--- src/rtl/dmem_port_arbiter_pkg.sv ---
// -----------------------------------------------------------------------------
// dmem_port_arbiter_pkg
//   Shared definitions for the datamemory port arbiter: default bus widths,
//   the arbiter state encoding, the in-flight access tag, and a helper that
//   sizes requester id fields.
// -----------------------------------------------------------------------------
package dmem_port_arbiter_pkg;

  localparam int AW_DEF   = 12;  // memory address width
  localparam int MW_DEF   = 12;  // memory read-data width
  localparam int N_DEF    = 17;  // bus / write-data width
  localparam int ID_MAX_W = 3;   // id width that covers up to 8 requesters

  // ARB: round-robin among all requesters. LOCKED: only the owner is served.
  typedef enum logic {
    ST_ARB    = 1'b0,
    ST_LOCKED = 1'b1
  } arb_state_e;

  // One entry of the response pipeline that follows each access to memory.
  typedef struct packed {
    logic                vld;  // an access was issued in this slot
    logic                rd;   // the access was a read (expects a response)
    logic [ID_MAX_W-1:0] id;   // requester that owns the access
  } tag_t;

  // Width of an encoded requester index; never zero, even for one requester.
  function automatic int id_width(input int n);
    return (n > 1) ? $clog2(n) : 1;
  endfunction

endpackage

--- src/rtl/dmem_port_arbiter_rr_arbiter.sv ---
// -----------------------------------------------------------------------------
// dmem_port_arbiter_rr_arbiter
//   Combinational round-robin picker. Grants the first requester that is both
//   requesting and enabled by the mask, searching upward from the pointer and
//   wrapping from NREQ-1 back to 0.
// Ports
//   i_req   in  NREQ  request vector
//   i_mask  in  NREQ  eligibility mask (all ones when arbitrating freely)
//   i_ptr   in  IDW   highest-priority requester this cycle
//   o_gnt   out NREQ  one-hot grant (zero when nothing is eligible)
//   o_id    out IDW   encoded index of the granted requester
// -----------------------------------------------------------------------------
module dmem_port_arbiter_rr_arbiter
  import dmem_port_arbiter_pkg::*;
#(
  parameter int NREQ = 4,
  parameter int IDW  = id_width(NREQ)
) (
  input  logic [NREQ-1:0] i_req,
  input  logic [NREQ-1:0] i_mask,
  input  logic [IDW-1:0]  i_ptr,
  output logic [NREQ-1:0] o_gnt,
  output logic [IDW-1:0]  o_id
);

  logic [NREQ-1:0] w_elig;
  logic [IDW-1:0]  w_idx;
  logic            w_found;

  assign w_elig = i_req & i_mask;

  always_comb begin
    // NOTE: every output of a combinational block gets a default before any
    // branch; a path that leaves one unassigned would infer a latch.
    o_gnt   = '0;
    o_id    = '0;
    w_idx   = '0;
    w_found = 1'b0;
    for (int i = 0; i < NREQ; i++) begin
      w_idx = IDW'((int'(i_ptr) + i) % NREQ);
      if (!w_found && w_elig[w_idx]) begin
        o_gnt[w_idx] = 1'b1;
        o_id         = w_idx;
        w_found      = 1'b1;
      end
    end
  end

endmodule

--- src/rtl/dmem_port_arbiter.sv ---
// -----------------------------------------------------------------------------
// dmem_port_arbiter
//   Sole driver of the single-port datamemory, shared by NREQ requesters.
//   Round-robin arbitration, one access per cycle, in-order two-stage pipeline.
//   A requester that sets lock on a granted access keeps exclusive ownership
//   until it is granted an access with lock clear.
// Ports
//   clk            in   1        single clock, shared with the memory
//   rst_n          in   1        synchronous active-low reset
//   i_req          in   NREQ     request per requester, held until granted
//   i_req_we       in   NREQ     1 = write, 0 = read
//   i_req_lock     in   NREQ     keep ownership after this access
//   i_req_addr     in   NREQ*AW  packed, requester k at [k*AW +: AW]
//   i_req_wdata    in   NREQ*N   packed, requester k at [k*N +: N]
//   o_gnt          out  NREQ     one-hot, combinational; transfer at this edge
//   o_rvalid       out  NREQ     one-hot; read response for requester k
//   o_rdata        out  MW       read data broadcast, qualified by o_rvalid
//   o_mem_write_en out  1        registered memory write enable
//   o_mem_addr     out  AW       registered memory address
//   o_mem_datain   out  N        registered memory write data (full width)
//   i_mem_dataout  in   MW       memory read data
// Timing: grant in cycle T -> memory port registered at end of T -> memory
// acts at end of T+1 -> read response visible during T+2.
// -----------------------------------------------------------------------------
module dmem_port_arbiter
  import dmem_port_arbiter_pkg::*;
#(
  parameter int NREQ = 4,
  parameter int N    = N_DEF,
  parameter int AW   = AW_DEF,
  parameter int MW   = MW_DEF
) (
  input  logic              clk,
  input  logic              rst_n,
  input  logic [NREQ-1:0]   i_req,
  input  logic [NREQ-1:0]   i_req_we,
  input  logic [NREQ-1:0]   i_req_lock,
  input  logic [NREQ*AW-1:0] i_req_addr,
  input  logic [NREQ*N-1:0] i_req_wdata,
  output logic [NREQ-1:0]   o_gnt,
  output logic [NREQ-1:0]   o_rvalid,
  output logic [MW-1:0]     o_rdata,
  output logic              o_mem_write_en,
  output logic [AW-1:0]     o_mem_addr,
  output logic [N-1:0]      o_mem_datain,
  input  logic [MW-1:0]     i_mem_dataout
);

  localparam int IDW = id_width(NREQ);

  arb_state_e      r_state;
  arb_state_e      w_state_nxt;
  logic [IDW-1:0]  r_ptr;
  logic [IDW-1:0]  r_owner;
  logic [NREQ-1:0] w_mask;
  logic [NREQ-1:0] w_gnt_raw;
  logic [IDW-1:0]  w_id;
  logic            w_fire;
  logic [IDW-1:0]  w_ptr_nxt;
  tag_t            r_tag1;
  tag_t            r_tag2;

  // While locked, only the owner is eligible.
  always_comb begin
    w_mask = '1;
    if (r_state == ST_LOCKED) begin
      w_mask          = '0;
      w_mask[r_owner] = 1'b1;
    end
  end

  dmem_port_arbiter_rr_arbiter #(
    .NREQ (NREQ),
    .IDW  (IDW)
  ) u_rr (
    .i_req  (i_req),
    .i_mask (w_mask),
    .i_ptr  (r_ptr),
    .o_gnt  (w_gnt_raw),
    .o_id   (w_id)
  );

  // Grants are suppressed during reset so no requester sees a phantom transfer.
  assign o_gnt  = rst_n ? w_gnt_raw : '0;
  assign w_fire = |o_gnt;

  assign w_ptr_nxt = (w_id == IDW'(NREQ - 1)) ? '0 : w_id + 1'b1;

  // ---------------------------------------------------------------- FSM
  always_comb begin
    w_state_nxt = r_state;
    case (r_state)
      ST_ARB:    if (w_fire && i_req_lock[w_id])  w_state_nxt = ST_LOCKED;
      ST_LOCKED: if (w_fire && !i_req_lock[w_id]) w_state_nxt = ST_ARB;
      default:   w_state_nxt = ST_ARB;
    endcase
  end

  always_ff @(posedge clk) begin
    // NOTE: state registers use non-blocking assignments so every flop
    // samples pre-edge values, independent of statement order.
    if (!rst_n) r_state <= ST_ARB;
    else        r_state <= w_state_nxt;
  end

  // The pointer only moves on free arbitration; a locked burst leaves it as
  // it was after the grant that took the lock.
  always_ff @(posedge clk) begin
    if (!rst_n) begin
      r_ptr   <= '0;
      r_owner <= '0;
    end else if (w_fire && r_state == ST_ARB) begin
      r_ptr   <= w_ptr_nxt;
      r_owner <= w_id;
    end
  end

  // ---------------------------------------------------------- memory port
  // Address and data hold their last value on idle cycles; only the write
  // enable drops, so the memory harmlessly re-reads the held address.
  always_ff @(posedge clk) begin
    if (!rst_n) begin
      o_mem_write_en <= 1'b0;
      o_mem_addr     <= '0;
      o_mem_datain   <= '0;
    end else if (w_fire) begin
      o_mem_write_en <= i_req_we[w_id];
      o_mem_addr     <= i_req_addr[w_id*AW +: AW];
      o_mem_datain   <= i_req_wdata[w_id*N +: N];
    end else begin
      o_mem_write_en <= 1'b0;
    end
  end

  // ----------------------------------------------------------- tag pipeline
  // NOTE: the tags are reset because they qualify o_rvalid; the memory array
  // itself lives outside and is never reset. A write already registered when
  // reset arrives still lands, its tag is simply discarded.
  always_ff @(posedge clk) begin
    if (!rst_n) begin
      r_tag1 <= '0;
      r_tag2 <= '0;
    end else begin
      r_tag1 <= '{vld: w_fire, rd: !i_req_we[w_id], id: ID_MAX_W'(w_id)};
      r_tag2 <= r_tag1;
    end
  end

  assign o_rvalid = (r_tag2.vld && r_tag2.rd) ? (NREQ'(1) << r_tag2.id) : '0;
  assign o_rdata  = i_mem_dataout;

endmodule

--- config.mk ---
export PLATFORM = sky130hd
export DESIGN_NAME = dmem_port_arbiter
export DESIGN_NICKNAME = d
export VERILOG_FILES = /design/src/rtl/dmem_port_arbiter_pkg.sv /design/src/rtl/dmem_port_arbiter_rr_arbiter.sv /design/src/rtl/dmem_port_arbiter.sv
export SDC_FILE = /design/constraint.sdc
export NUM_CORES = 1
export LEC_CHECK = 0
export ABC_AREA = 1
export BUFFER_PORTS_ARGS = -buffer_cell sky130_fd_sc_hd__buf_2
export CORE_MARGIN = 2
export CORE_UTILIZATION = 40
export CTS_BUF_LIST = sky130_fd_sc_hd__clkbuf_4
export DETAILED_ROUTE_END_ITERATION = 10
export GPL_TIMING_DRIVEN = 0
export HOLD_SLACK_MARGIN = 0.05
export PLACE_DENSITY = 0.86
export SLEW_MARGIN = 20
export SYNTH_ARGS = -nofsm -noshare
export SYNTH_HDL_FRONTEND = slang
export SYNTH_SLANG_ARGS = --single-unit
--- constraint.sdc ---
create_clock -name clk -period 4.4 [get_ports clk]
set_input_delay 0.44 -clock clk [delete_from_list [all_inputs] [get_ports clk]]
set_output_delay 0.44 -clock clk [all_outputs]
set_load 0.005 [all_outputs]
==> flow_metrics.tcl <==
set metrics [dict create \
    layout_commonest_cell "buf_2" \
    grt_max_degree 16 \
    dp_hpwl_um 8274 \
    first_pass_iters 4 \
    grt_overflow 0 \
    synth_mux_area_share_pct 0 \
    end_kind "output port" \
    layout_min_cycle_time_ns 3.006 \
    drt-total-wl_um 10450 \
    setup_ws_ns 1.394 \
    hp-class "in -> reg" \
    met1_length_um 4208 \
    wl_met3_um 697 \
    critPathMaxFanout 11 \
    syn_nets 651 \
    drt_iter0_drc 217 \
    hold_ws_ns 0.3783 \
    synth_compound_area_share_pct 22.11 \
    clockBufferDepth 2 \
    vdd_drop_max_uv 329.6 \
    hold_viol_final 0 \
    critPathRequiredTime_ns 3.96 \
    numCtsBuffers 5 \
    power_density_nw_per_um2 730.4 \
    cts-root-buf "clkbuf_4" \
    status "finished clean" \
    post_cts_buffers 0 \
    pre_cts_ws_ns 1.573 \
    avgRoutedWirePerCell_um 13.28 \
    cts_tree "built" \
    start_kind "flip-flop" \
    ioPinCount 192 \
    port_buffers 179 \
    area_growth_pct 35.38 \
    die_y_um 91.40 \
    skew_ns 0.01300 \
    p_sw_mw 1.641 \
    grt_pass1_wl_um 16230 \
    avgSynthCellArea_um2 6.099 \
    syn_inst 501 \
    synthDominantCellAreaShare_pct 28.17 \
    crit_type "reg -> out" \
    seqPwrFrac_pct 20.1 \
    tightest_slew_ns 0.4912 \
    p_int_mw 1.381 \
    antenna_found_initial 0 \
    dpl-instance-area_um2 4075 \
    drive_above_1_share_pct 34.45 \
    fin_crit_sh_pct 68.33 \
    ys_seq_area_share_pct 28.17 \
    start_util_pct 41.68 \
    timing.fmax_mhz 332.6 \
    clk_latency_ns 0.37 \
    slew_headroom_pct 67.25 \
    cp_data_arrival_time_ns 2.57 \
    rows 31 \
    grt_pass1_vias 3665 \
    finalInstanceArea_um2 4136 \
    setup_violations 0 \
    clkPwrFrac_pct 7.0 \
    ys_ff_latch 43 \
    die-width_um 91.40 \
    gp_routability_congestion 0.8878 \
    synth-simple-area-share_pct 34.23 \
    syn_area_um2 3055 \
    clk_pin_slew_worst_paths_ns 0.14 \
    wl_met2_um 5307 \
    drc 0 \
    synth_top_family_by_area "simple AND/OR/NAND/NOR gates" \
    clock_sinks 43 \
    netlist_top_cells_area "dfxtp_1 (28%), nor2_1 (19%), o21ai_0 (11%)" \
    p_comb_share_pct 72.9 \
    ys_types 25 \
    yosysTopAreaCell "dfxtp_1" \
    die_area_um2 8354 \
    rsz0062_at_grt "false" \
    core-area_um2 7331 \
    vias_per_cell 4.986 \
    hold_buffers 0 \
    maxSlewViolCount 0 \
    switching_share_pct 54.31 \
    post_cts_resized 0 \
    num_vias 3924 \
    ant_nets 0 \
    maxCapViolCount 0 \
    yosysWarnings 0 \
    grt_util_all_layers_pct 23.86 \
    synthAdderAreaFrac_pct 3.276 \
    top_layer "met4" \
    final_cell_mix "buf_2 (190), nor2_1 (152), o21ai_0 (68)" \
    cts.htree.levels 2 \
    layout.nets 837 \
    leakagePower_nw 2.188 \
    fin_tns_setup_ns 0 \
    synth_xor_area_share_pct 0 \
    antenna_cells 0 \
]
==> worst max-delay path, cell delays in order, from the launching register on <==
cell and delay, ns:
dfxtp_1 0.59, inv_1 0.24, ha_1 0.39, inv_1 0.09
nand2_1 0.12, nand2_4 0.09, nor2_4 0.12, buf_6 0.14
nand3_1 0.09, nand3_1 0.12, nand2_1 0.06, inv_1 0.06
buf_2 0.11
==> metal layers <==
metal / GRT usage [%] / vias to the layer above
met1: 27.19 / 1749
met4: 9.217 / 0
met2: 43.20 / 160
met3: 4.979 / 23
li1: - / 1992
met5: 0 / -
==> Yosys cell counts (all sizes together) <==
cell    number
nand2       56
nand3b       2
ha           8
nand3       33
dfxtp       43
o211ai       1
o21bai       1
nor2       154
inv         23
clkinv       1
o21ai      124
buf         35
nor3         4
clkbuf       8
a21oi        8
==> cell families after synthesis <==
logic type | count (synthesis)
and+or+nand+nor | 249
AOI/OAI and AO/OA | 134
buffers and inverters | 67
DFF | 43
adders and majority gates | 8
==> flip-flops by register name (all words and copies together), names as in the netlist, named ones only <==
| signal | count |
|---|---|
| o_mem_write_en | 1 |
| o_mem_addr | 12 |
| r_tag2 | 4 |
| o_mem_datain | 17 |
| r_ptr | 2 |
| r_tag1 | 4 |
| r_owner | 2 |
==> stage by stage <==
stage | std cells | util [%] | total power, mW
final | 787 | 56.43 | 3.021
after global routing | 787 | 56.43 | 3.338
after CTS | 787 | 56.43 | 3.019
after detailed placement | 779 | 55.59 | 2.807
after global placement | 779 | 55.59 | 2.730
after floorplan | 501 | - | 2.168
==> power groups by stage <==
stage	Clock, mW	Combinational [mW]	Sequential, mW
after detailed placement	0	2.19	0.613
final	0.212	2.20	0.606
after CTS	0.218	2.20	0.604
after floorplan	0	1.56	0.611
after global placement	0	2.12	0.609
after global routing	0.232	2.48	0.622
==> final cells by class <==
cell class,instances,area (um^2)
inverter,24,91.34
fill,734,3194
multi-input combinational,391,1822
tap,99,123.9
sequential,43,860.8
timing repair buffer,179,895.9
clock buffer,5,37.54
clock inverter,3,23.77
buffer,43,281.5
==> worst paths after layout <==
kind / startpoint / end / slack (ns) / cells after the start
worst max-delay path: r_ptr[1] / o_gnt[2] / 1.39 / 12
worst max register to register: r_ptr[1] / o_mem_datain[3] / 1.55 / 14
worst min-delay path: i_req_we[2] / r_tag1[3] / 0.38 / 4
worst min register to register: r_tag1[0] / r_tag2[0] / 0.43 / 2
Power figures use the tool's default switching activity.
